## src/rtl/health_manager_pkg.sv

```systemverilog
// -----------------------------------------------------------------------------
// health_manager_pkg
// Shared definitions for the health manager slice:
//   - hm_state_e : life-cycle state of the player (ALIVE, INVULN, DEAD)
//   - HM_*       : default parameter values used by health_manager
// -----------------------------------------------------------------------------
package health_manager_pkg;

   typedef enum logic [1:0] {
      ALIVE  = 2'd0,
      INVULN = 2'd1,
      DEAD   = 2'd2
   } hm_state_e;

   localparam int HM_HP_W         = 4;
   localparam int HM_HP_MAX       = 8;
   localparam int HM_N_SRC        = 2;
   localparam int HM_DMG_W        = 2;
   localparam int HM_TICK_DIV     = 6000000;
   localparam int HM_IFRAME_TICKS = 16;

endpackage

```

## src/rtl/health_manager_tick_divider.sv

```systemverilog
// -----------------------------------------------------------------------------
// tick_divider
// Free-running prescaler counting 0..DIV-1 while enabled, wrapping to 0.
// Ports:
//   clk   : rising-edge clock
//   reset : synchronous, active-high; counter to 0
//   clr   : synchronous clear; holds the counter at 0 (wins over en)
//   en    : count enable
//   tick  : high in the cycle the counter sits at DIV-1 while enabled,
//           i.e. the cycle in which it wraps
// -----------------------------------------------------------------------------
module tick_divider #(
   parameter int DIV = 4
) (
   input  logic clk,
   input  logic reset,
   input  logic clr,
   input  logic en,
   output logic tick
);

   // DIV=1 would give a zero-width counter; keep at least one bit.
   localparam int CW = (DIV > 1) ? $clog2(DIV) : 1;
   localparam logic [CW-1:0] LAST = CW'(DIV - 1);

   logic [CW-1:0] cnt_q;
   logic [CW-1:0] cnt_d;

   always_comb begin
      cnt_d = cnt_q;
      if (clr) begin
         cnt_d = '0;
      end else if (en) begin
         cnt_d = (cnt_q == LAST) ? '0 : cnt_q + 1'b1;
      end
   end

   always_ff @(posedge clk) begin
      if (reset) begin
         cnt_q <= '0;
      end else begin
         cnt_q <= cnt_d;
      end
   end

   assign tick = en & ~clr & (cnt_q == LAST);

endmodule

```

## src/rtl/health_manager.sv

```systemverilog
// -----------------------------------------------------------------------------
// health_manager
// Tracks a player's health, applies damage from N_SRC channels and heals,
// runs a timed invulnerability window after each hit, and latches death.
// Ports:
//   clk        : rising-edge clock
//   reset      : synchronous, active-high; overrides every other input
//   dmg_valid  : per-channel damage request (N_SRC)
//   dmg_amt    : per-channel damage amount, channel i at [i*DMG_W +: DMG_W]
//   heal       : heal request
//   heal_amt   : heal amount
//   health     : registered current health
//   invuln     : high while in INVULN
//   blink      : invuln AND tick-count bit 0 (display flicker)
//   hit        : one-cycle pulse, aligned with the health update of an
//                accepted damage event
//   dead       : high while in DEAD
//   state_dbg  : current FSM state (hm_state_e encoding)
//
// Request semantics: dmg_valid and heal have no ready/backpressure. They are
// sampled on every rising edge; a request is either consumed in that cycle
// (accepted) or dropped (ignored by the current state). Nothing is queued.
// -----------------------------------------------------------------------------
module health_manager
   import health_manager_pkg::*;
#(
   parameter int HP_W         = HM_HP_W,
   parameter int HP_MAX       = HM_HP_MAX,
   parameter int N_SRC        = HM_N_SRC,
   parameter int DMG_W        = HM_DMG_W,
   parameter int TICK_DIV     = HM_TICK_DIV,
   parameter int IFRAME_TICKS = HM_IFRAME_TICKS
) (
   input  logic                   clk,
   input  logic                   reset,
   input  logic [N_SRC-1:0]       dmg_valid,
   input  logic [N_SRC*DMG_W-1:0] dmg_amt,
   input  logic                   heal,
   input  logic [HP_W-1:0]        heal_amt,
   output logic [HP_W-1:0]        health,
   output logic                   invuln,
   output logic                   blink,
   output logic                   hit,
   output logic                   dead,
   output logic [1:0]             state_dbg
);

   localparam int DSUM_W = HP_W + 1;
   localparam int TC_W   = $clog2(IFRAME_TICKS + 1);
   // Signed width wide enough for health + heal_amt - dmg_sum with no wrap.
   localparam int SW     = HP_W + 3;

   localparam logic [HP_W-1:0]      HP_FULL   = HP_W'(HP_MAX);
   localparam logic signed [SW-1:0] HP_MAX_S  = SW'(HP_MAX);
   localparam logic [TC_W-1:0]      TC_LAST   = TC_W'(IFRAME_TICKS - 1);

   hm_state_e         state_q, state_d;
   logic [HP_W-1:0]   health_q, health_d;
   logic              hit_q, hit_d;
   logic [TC_W-1:0]   tcnt_q, tcnt_d;

   logic [DSUM_W-1:0] dmg_sum;
   logic              dmg_acc;
   logic              heal_acc;
   logic signed [SW-1:0] h_sum;
   logic [HP_W-1:0]   h_next;
   logic              tick;

   // Sum of all valid channels, deliberately kept at HP_W+1 bits.
   always_comb begin
      dmg_sum = '0;
      for (int i = 0; i < N_SRC; i++) begin
         if (dmg_valid[i]) begin
            dmg_sum = dmg_sum + DSUM_W'(dmg_amt[i*DMG_W +: DMG_W]);
         end
      end
   end

   assign dmg_acc  = (state_q == ALIVE) && (dmg_sum != '0);
   assign heal_acc = (state_q != DEAD) && heal;

   // Single signed step, then clamp to [0, HP_MAX].
   always_comb begin
      h_sum = $signed({3'b000, health_q});
      if (dmg_acc) begin
         h_sum = h_sum - $signed({2'b00, dmg_sum});
      end
      if (heal_acc) begin
         h_sum = h_sum + $signed({3'b000, heal_amt});
      end
      if (h_sum[SW-1]) begin
         h_next = '0;
      end else if (h_sum > HP_MAX_S) begin
         h_next = HP_FULL;
      end else begin
         h_next = h_sum[HP_W-1:0];
      end
   end

   // Prescaler only runs inside INVULN; it is held at 0 everywhere else,
   // so it is already 0 on the first INVULN cycle.
   tick_divider #(
      .DIV (TICK_DIV)
   ) u_tick_divider (
      .clk   (clk),
      .reset (reset),
      .clr   (state_q != INVULN),
      .en    (state_q == INVULN),
      .tick  (tick)
   );

   always_comb begin
      state_d  = state_q;
      health_d = health_q;
      hit_d    = 1'b0;
      tcnt_d   = tcnt_q;
      case (state_q)
         ALIVE: begin
            health_d = h_next;
            tcnt_d   = '0;
            if (dmg_acc) begin
               hit_d   = 1'b1;
               state_d = (h_next == '0) ? DEAD : INVULN;
            end
         end
         INVULN: begin
            health_d = h_next;
            // Window ends on the wrap that completes tick IFRAME_TICKS.
            if (tick) begin
               if (tcnt_q == TC_LAST) begin
                  state_d = ALIVE;
                  tcnt_d  = '0;
               end else begin
                  tcnt_d = tcnt_q + 1'b1;
               end
            end
         end
         DEAD: begin
            health_d = '0;
            tcnt_d   = '0;
         end
         default: begin
            state_d  = ALIVE;
            tcnt_d   = '0;
         end
      endcase
   end

   always_ff @(posedge clk) begin
      if (reset) begin
         state_q  <= ALIVE;
         health_q <= HP_FULL;
         hit_q    <= 1'b0;
         tcnt_q   <= '0;
      end else begin
         state_q  <= state_d;
         health_q <= health_d;
         hit_q    <= hit_d;
         tcnt_q   <= tcnt_d;
      end
   end

   assign health    = health_q;
   assign invuln    = (state_q == INVULN);
   assign blink     = invuln & tcnt_q[0];
   assign hit       = hit_q;
   assign dead      = (state_q == DEAD);
   assign state_dbg = state_q;

endmodule
```

## config.mk

```make
export PLATFORM = sky130hd
export DESIGN_NAME = health_manager
export DESIGN_NICKNAME = d
export VERILOG_FILES = /design/src/rtl/health_manager_pkg.sv /design/src/rtl/health_manager_tick_divider.sv /design/src/rtl/health_manager.sv
export SDC_FILE = /design/constraint.sdc
export NUM_CORES = 1
export LEC_CHECK = 0
export ABC_AREA = 1
export BUFFER_PORTS_ARGS = -buffer_cell sky130_fd_sc_hd__buf_4
export CAP_MARGIN = 0
export CORE_MARGIN = 2
export CORE_UTILIZATION = 50
export DETAILED_ROUTE_END_ITERATION = 8
export GPL_ROUTABILITY_DRIVEN = 0
export PLACE_DENSITY = 0.69
export SLEW_MARGIN = 20
export SYNTH_ARGS = -nofsm -noshare
export SYNTH_HDL_FRONTEND = slang
export SYNTH_SLANG_ARGS = --single-unit
```

## constraint.sdc

```tcl
create_clock -name clk -period 10 [get_ports clk]
set_clock_uncertainty 0.1 [all_clocks]
set_input_delay 0.5 -clock clk [delete_from_list [all_inputs] [get_ports clk]]
set_output_delay 0.5 -clock clk [all_outputs]
set_load 0.01 [all_outputs]
```

Word level (Yosys, flattened, before mapping)
Cells that the tools add are included.
{"block": "totals", "elab_cells": 53, "output_inout_bits": 10, "register_bits": 35, "input_bits": 13}
{"block": "op_classes", "n_lt_le_gt_ge": 1, "add_sub_neg": 5, "reduce_logical": 11, "n_eq_ne": 9, "bitwise": 7, "n_mux": 15}
{"cell": "$add A23 B1 Y23 const B", "count": 1}
{"cell": "$eq A23 B23 Y1 const B", "count": 1}
{"cell": "$mux W23", "count": 1}
{"cell": "$mux W7", "count": 2}
{"cell": "$mux W2", "count": 5}
{"cell": "$mux W5", "count": 2}
{"cell": "$mux W4", "count": 2}
{"cell": "$pmux W4 S2", "count": 1}
{"cell": "$reduce_or A2 Y1", "count": 4}
{"cell": "$add A7 B5 Y7", "count": 1}
{"cell": "$gt A7 B5 Y1 const B", "count": 1}
{"cell": "$ne A2 B1 Y1 const B", "count": 3}
{"cell": "$pmux W2 S3", "count": 1}
{"cell": "$sub A4 B5 Y6", "count": 1}
{"cell": "$add A5 B1 Y5 const B", "count": 1}
{"cell": "$add A5 B2 Y5", "count": 1}
{"cell": "$eq A5 B4 Y1 const B", "count": 1}
{"cell": "$reduce_bool A5 Y1", "count": 1}
{"cell": "$logic_not A4 Y1", "count": 1}
{"cell": "$ne A2 B2 Y1 const B", "count": 2}
{"cell": "$not A1 Y1", "count": 4}
{"cell": "$reduce_and A4 Y1", "count": 1}
{"cell": "$and A1 B1 Y1", "count": 3}
{"cell": "$eq A2 B1 Y1 const B", "count": 1}
{"cell": "other kinds (5)", "count": 6}

Longest topological paths before layout
{"block": "logic_depth", "depth_word": 15, "mapped_depth": 28, "ltp_nobuf": 28}

By module
A second synthesis with hierarchy kept.
{"block": "unflattened", "cells_unflattened": 407, "hier_area_um2": 2578.7}
{"mod": "tick_divider", "cells_each": 227, "seq_area_each_um2": 460.4, "area_each_um2": 1421.4, "instances": 1}
{"mod": "health_manager", "cells_each": 180, "seq_area_each_um2": 240.2, "area_each_um2": 1157.4, "instances": 1}

Least setup slack after synthesis
Ideal clock, no wire load.
{"block": "synth_path", "path_kind": "input-to-reg", "startpoint": "in dmg_amt[0]", "endpoint": "reg health_q[0] (netlist: health[0])", "setup_slack_ps": 6284, "cell_stages": 27, "n_path_buf": 0, "t_arrival_ps": 3500, "setup_ps": 116, "required_time_ps": 9784, "cell_sequence": "nand2_1 inv_1 ha_1 inv_1 fa_1 nand2_1 nand2_1 inv_1 fa_1 nor2_1 inv_1 nand2_1 nand3b_1 nand2_1 ha_1 nand3_1 nand3_1 inv_1 or2_2 nand2_1 nand2_1 nand2_1 nor2_1 nor2_1 nand2_1 nand3_1 a21oi_1"}
{"block": "synth_between", "elab_chain_cells": 12, "elab_cells_between_ends": 13, "cone_classes": "3 x add/sub; 1 x order compare; 7 x mux; 2 x reduce/logical"}
{"item": "start, declared", "line": "health_manager.sv:37", "rtl": "input logic [N_SRC*DMG_W-1:0] dmg_amt,"}
{"item": "$mux W2 *", "line": "health_manager.sv:73", "rtl": "if (dmg_valid[i]) begin"}
{"item": "$add A5 B2 Y5", "line": "health_manager.sv:74", "rtl": "dmg_sum = dmg_sum + DSUM_W'(dmg_amt[i*DMG_W +: DMG_W]);"}
{"item": "$mux W5 *", "line": "health_manager.sv:73"}
{"item": "parallel branches: the longest is 2 deep, another holds $sub A4 B5 Y6"}
{"item": "$mux W7 *", "line": "health_manager.sv:85", "rtl": "if (dmg_acc) begin"}
{"item": "$add A7 B5 Y7", "line": "health_manager.sv:89", "rtl": "h_sum = h_sum + $signed({3'b000, heal_amt});"}
{"item": "$mux W7 *", "line": "health_manager.sv:88", "rtl": "if (heal_acc) begin"}
{"item": "$gt A7 B5 Y1", "line": "health_manager.sv:93", "rtl": "end else if (h_sum > HP_MAX_S) begin"}
{"item": "$mux W4", "line": "health_manager.sv:93"}
{"item": "$mux W4 *", "line": "health_manager.sv:91", "rtl": "if (h_sum[SW-1]) begin"}
{"item": "$pmux W4 S2 *", "line": "health_manager.sv:117", "rtl": "case (state_q)"}
{"item": "end signal, assigned", "line": "health_manager.sv:157", "rtl": "health_q <= health_d;"}
{"item": "end, declared", "line": "health_manager.sv:58", "rtl": "logic [HP_W-1:0] health_q, health_d;"}
Mark *: on every way between the ends.
A chain may end at the register's enable or synchronous reset.

Worst setup path in the final report
{"block": "layout_path", "startpoint": "in dmg_valid[0]", "endpoint": "reg health_q[0] (netlist: health[0])"}
{"block": "layout_between", "elab_chain_cells": 12, "elab_cells_between_ends": 13, "cone_classes": "3 x add/sub; 1 x order compare; 7 x mux; 2 x reduce/logical"}
{"item": "start, declared", "line": "health_manager.sv:36", "rtl": "input logic [N_SRC-1:0] dmg_valid,"}
{"item": "$mux W2 *", "line": "health_manager.sv:73"}
{"item": "$add A5 B2 Y5", "line": "health_manager.sv:74"}
{"item": "$mux W5 *", "line": "health_manager.sv:73"}
{"item": "parallel branches: the longest is 2 deep, another holds $sub A4 B5 Y6"}
{"item": "$mux W7 *", "line": "health_manager.sv:85"}
{"item": "$add A7 B5 Y7", "line": "health_manager.sv:89"}
{"item": "$mux W7 *", "line": "health_manager.sv:88"}
{"item": "$gt A7 B5 Y1", "line": "health_manager.sv:93"}
{"item": "$mux W4", "line": "health_manager.sv:93"}
{"item": "$mux W4 *", "line": "health_manager.sv:91"}
{"item": "$pmux W4 S2 *", "line": "health_manager.sv:117"}
Marked as above.

==> summary.txt <==
Status
  • Status: finished clean

Clock tree
  • CTS H-tree lvls: 2
  • Postcts setup bufs: 0
  • CTS tree: built
  • Post-CTS Hold Buffers: 0
  • Clk slew on worst S/H paths: 0.08 ns
  • Clock Tree Root: clkbuf_8
  • Clock sinks: 35
  • Clk buf depth: 2
  • Num CTS Buffers: 5
  • CTS resizes: 0
  • Worst skew pair latency: 0.29 ns

Timing
  • Unrepaired setup endpoints after global routing: false
  • Fin crit share: 37.5%
  • Tmin final: 3.75 ns
  • Slew headroom: 59.9%
  • Pins over their slew limit: 0
  • # setup viols final: 0
  • Peak Freq: 266 MHz
  • Min setup slack post-route: 6.25 ns
  • Worst Tran Pin Value: 0.600 ns
  • Final Hold Violating Endpoints: 0
  • Final TNS setup: 0 ns
  • Hold_ws: 0.324 ns

Synthesis
  • Synth cell types: 33
  • Mapped Cells: 350
  • Syn nets: 377
  • Seq/Total Area, Yosys: 30.2%
  • Top_reg_cell synth: dfxtp_1
  • Syn Std Cell Area: 2320 um^2
  • Asr flop ratio synth: 0%
  • Flops & latches, synth: 35
  • Ys Warns: 0
  • Mapped Avg Cell Area: 6.64 um^2
  • Post-synth EDFFs: 0

Setup path
  • Worst Path Required: 10.08 ns
  • Worst EP arrival: 3.84 ns
  • Crit path capture type: register
  • Startpoint Class: primary input
  • Kind of critical path: in -> reg
  • CP Max Fanout: 4

Floorplanning
  • Io pins: 23
  • Cell Rows: 24
  • Core ar.: 4410 um^2
  • Total Die Area: 5210 um^2
  • Starting density of the core: 52.6%
  • Die height: 72.2 um
  • Die W: 72.2 um

Global route
  • Initial antenna violation count: 0
  • Vias in the first global route: 2013
  • First-pass GRT wire length: 8510 um
  • Largest net degree at the start of global routing: 18
  • Total grt overflow: 0
  • Global Route Usage Sum: 20.5%

Routing
  • Post-Route WL: 4890 um
  • WL/cell: 11.4 um
  • Via count: 2218
  • Post-route DRC violation count: 0
  • Detailed Routing Iterations Pass 1: 4
  • Vias per cell: 5.16
  • DR iter-0 viols: 126
  • Antenna-violating nets left: 0

Final layout
  • Share of layout cells above drive strength 1: 12.7%
  • Fin area: 2680 um^2
  • Fillers: 406
  • Multi-input logic area: 1390 um^2
  • Highest-count cells in the layout ignoring fill and taps: nand2_1, inv_1, nor2_1
  • Commonest non-fill, non-tap cell in the layout: nand2_1
  • Area Growth Syn to Fin: 15.2%
  • # diodes: 0
  • Register area: 701 um^2
  • Finished Layout Cells: 430
  • NumNets Final: 404

Power and ir drop
  • Peak supply drop: 0.128 mV
  • Pwr Density: 235 nW/um^2
  • LEAKAGE: 1.20 nW

Place
  • Worst slack, placed: 5.95 ns
  • Number of port buffers: 22
  • Placed Area: 2540 um^2
  • Placed Cells: 422
  • Post-DP HPWL: 3830 um

Hold path
  • HP Class: in -> reg

Run
  • Max-capacitance violation count: 0
sequential cells by signal, summed over array words and instances, names as in the netlist:
name	cells
tcnt_q	5
hit	1
u_tick_divider.cnt_q	23
state_dbg	2
health	4
cells by family after synthesis:
logic type | Yosys count | synth area share, %
DFF | 35 | 30.2
buffers and inverters | 61 | 10.1
adders and majority gates | 14 | 8.51
xor gates and xnor gates | 8 | 3.02
AOI/OAI and AO/OA | 33 | 8.35
and+or+nand+nor | 199 | 39.9
stage by stage:
step	utilization, %	total power, mW
after CTS	60.7	0.633
after global routing	60.7	0.684
after detailed placement	57.6	0.476
final	60.7	0.628
after floorplan	-	0.401
after global placement	57.6	0.478
worst paths after layout:
path                              to  cells after the start  slack, ns                    start
min                     state_dbg[1]                      2       0.32                    reset
max                        health[0]                     28       6.25             dmg_valid[0]
min reg2reg  u_tick_divider.cnt_q[0]                      1       0.36  u_tick_divider.cnt_q[0]
max reg2reg                health[0]                     21       6.86                health[0]
worst max-delay path, stage by stage:
cell	delay, ns
buf_4	0.08
nand2_1	0.05
inv_1	0.05
ha_1	0.13
inv_1	0.04
fa_1	0.47
nand2_1	0.05
nand2_1	0.14
inv_1	0.08
fa_1	0.41
nor2_1	0.15
inv_1	0.05
nand2_1	0.04
nand3b_1	0.12
nand2_1	0.07
ha_1	0.35
nand3_1	0.10
nand3_1	0.09
inv_1	0.06
or2_2	0.28
nand2_1	0.06
nand2_1	0.05
nand2_1	0.10
nor2_1	0.07
nor2_1	0.08
nand2_1	0.05
nand3_1	0.06
a21oi_1	0.05
power by group:
| part | switching, mW | internal, mW | total (mW) |
|---|---|---|---|
| combinational | 0.189 | 0.117 | 0.306 |
| clock | 0.0525 | 0.0994 | 0.152 |
| sequential | 0.0178 | 0.152 | 0.170 |
| total | 0.259 | 0.369 | 0.628 |
cells in the mapped netlist, types with 2 or more instances:
cell	instances	area share, %
a21oi_1	15	3.2
nand2_2	2	0.54
xnor2_1	3	1.1
inv_2	3	0.48
nand3_1	25	5.4
inv_1	56	9.0
nand2_1	83	13
nor2_1	42	6.8
nand3b_1	4	1.3
o21a_1	2	0.65
fa_1	3	2.6
nand3_2	2	0.86
a211oi_1	5	1.6
dfxtp_1	35	30
nand4_1	9	2.4
nor2_4	3	1.5
nor2_2	2	0.54
o21ai_2	2	0.75
nor4_1	4	1.1
xor2_1	5	1.9
ha_1	11	5.9
o21ai_0	7	1.5
nor3_1	17	3.7
final cells by class:
cell class | count | share of cell area, %
clock inverters | 3 | 2.52
multi-input cells | 254 | 51.9
well taps | 52 | 2.43
flip-flops and latches | 35 | 26.2
clock buffers | 5 | 2.57
inverters | 59 | 8.27
repair buffers | 22 | 6.17
layer usage:
metal	track usage [%]	share of wire [%]	up-vias
met3	3.89	4.6	8
met1	26.4	47	982
li1	-	-	1179
met4	5.45	1.2	0
met5	0	0	-
met2	35.0	48	49
Power figures use the tool's default switching activity.
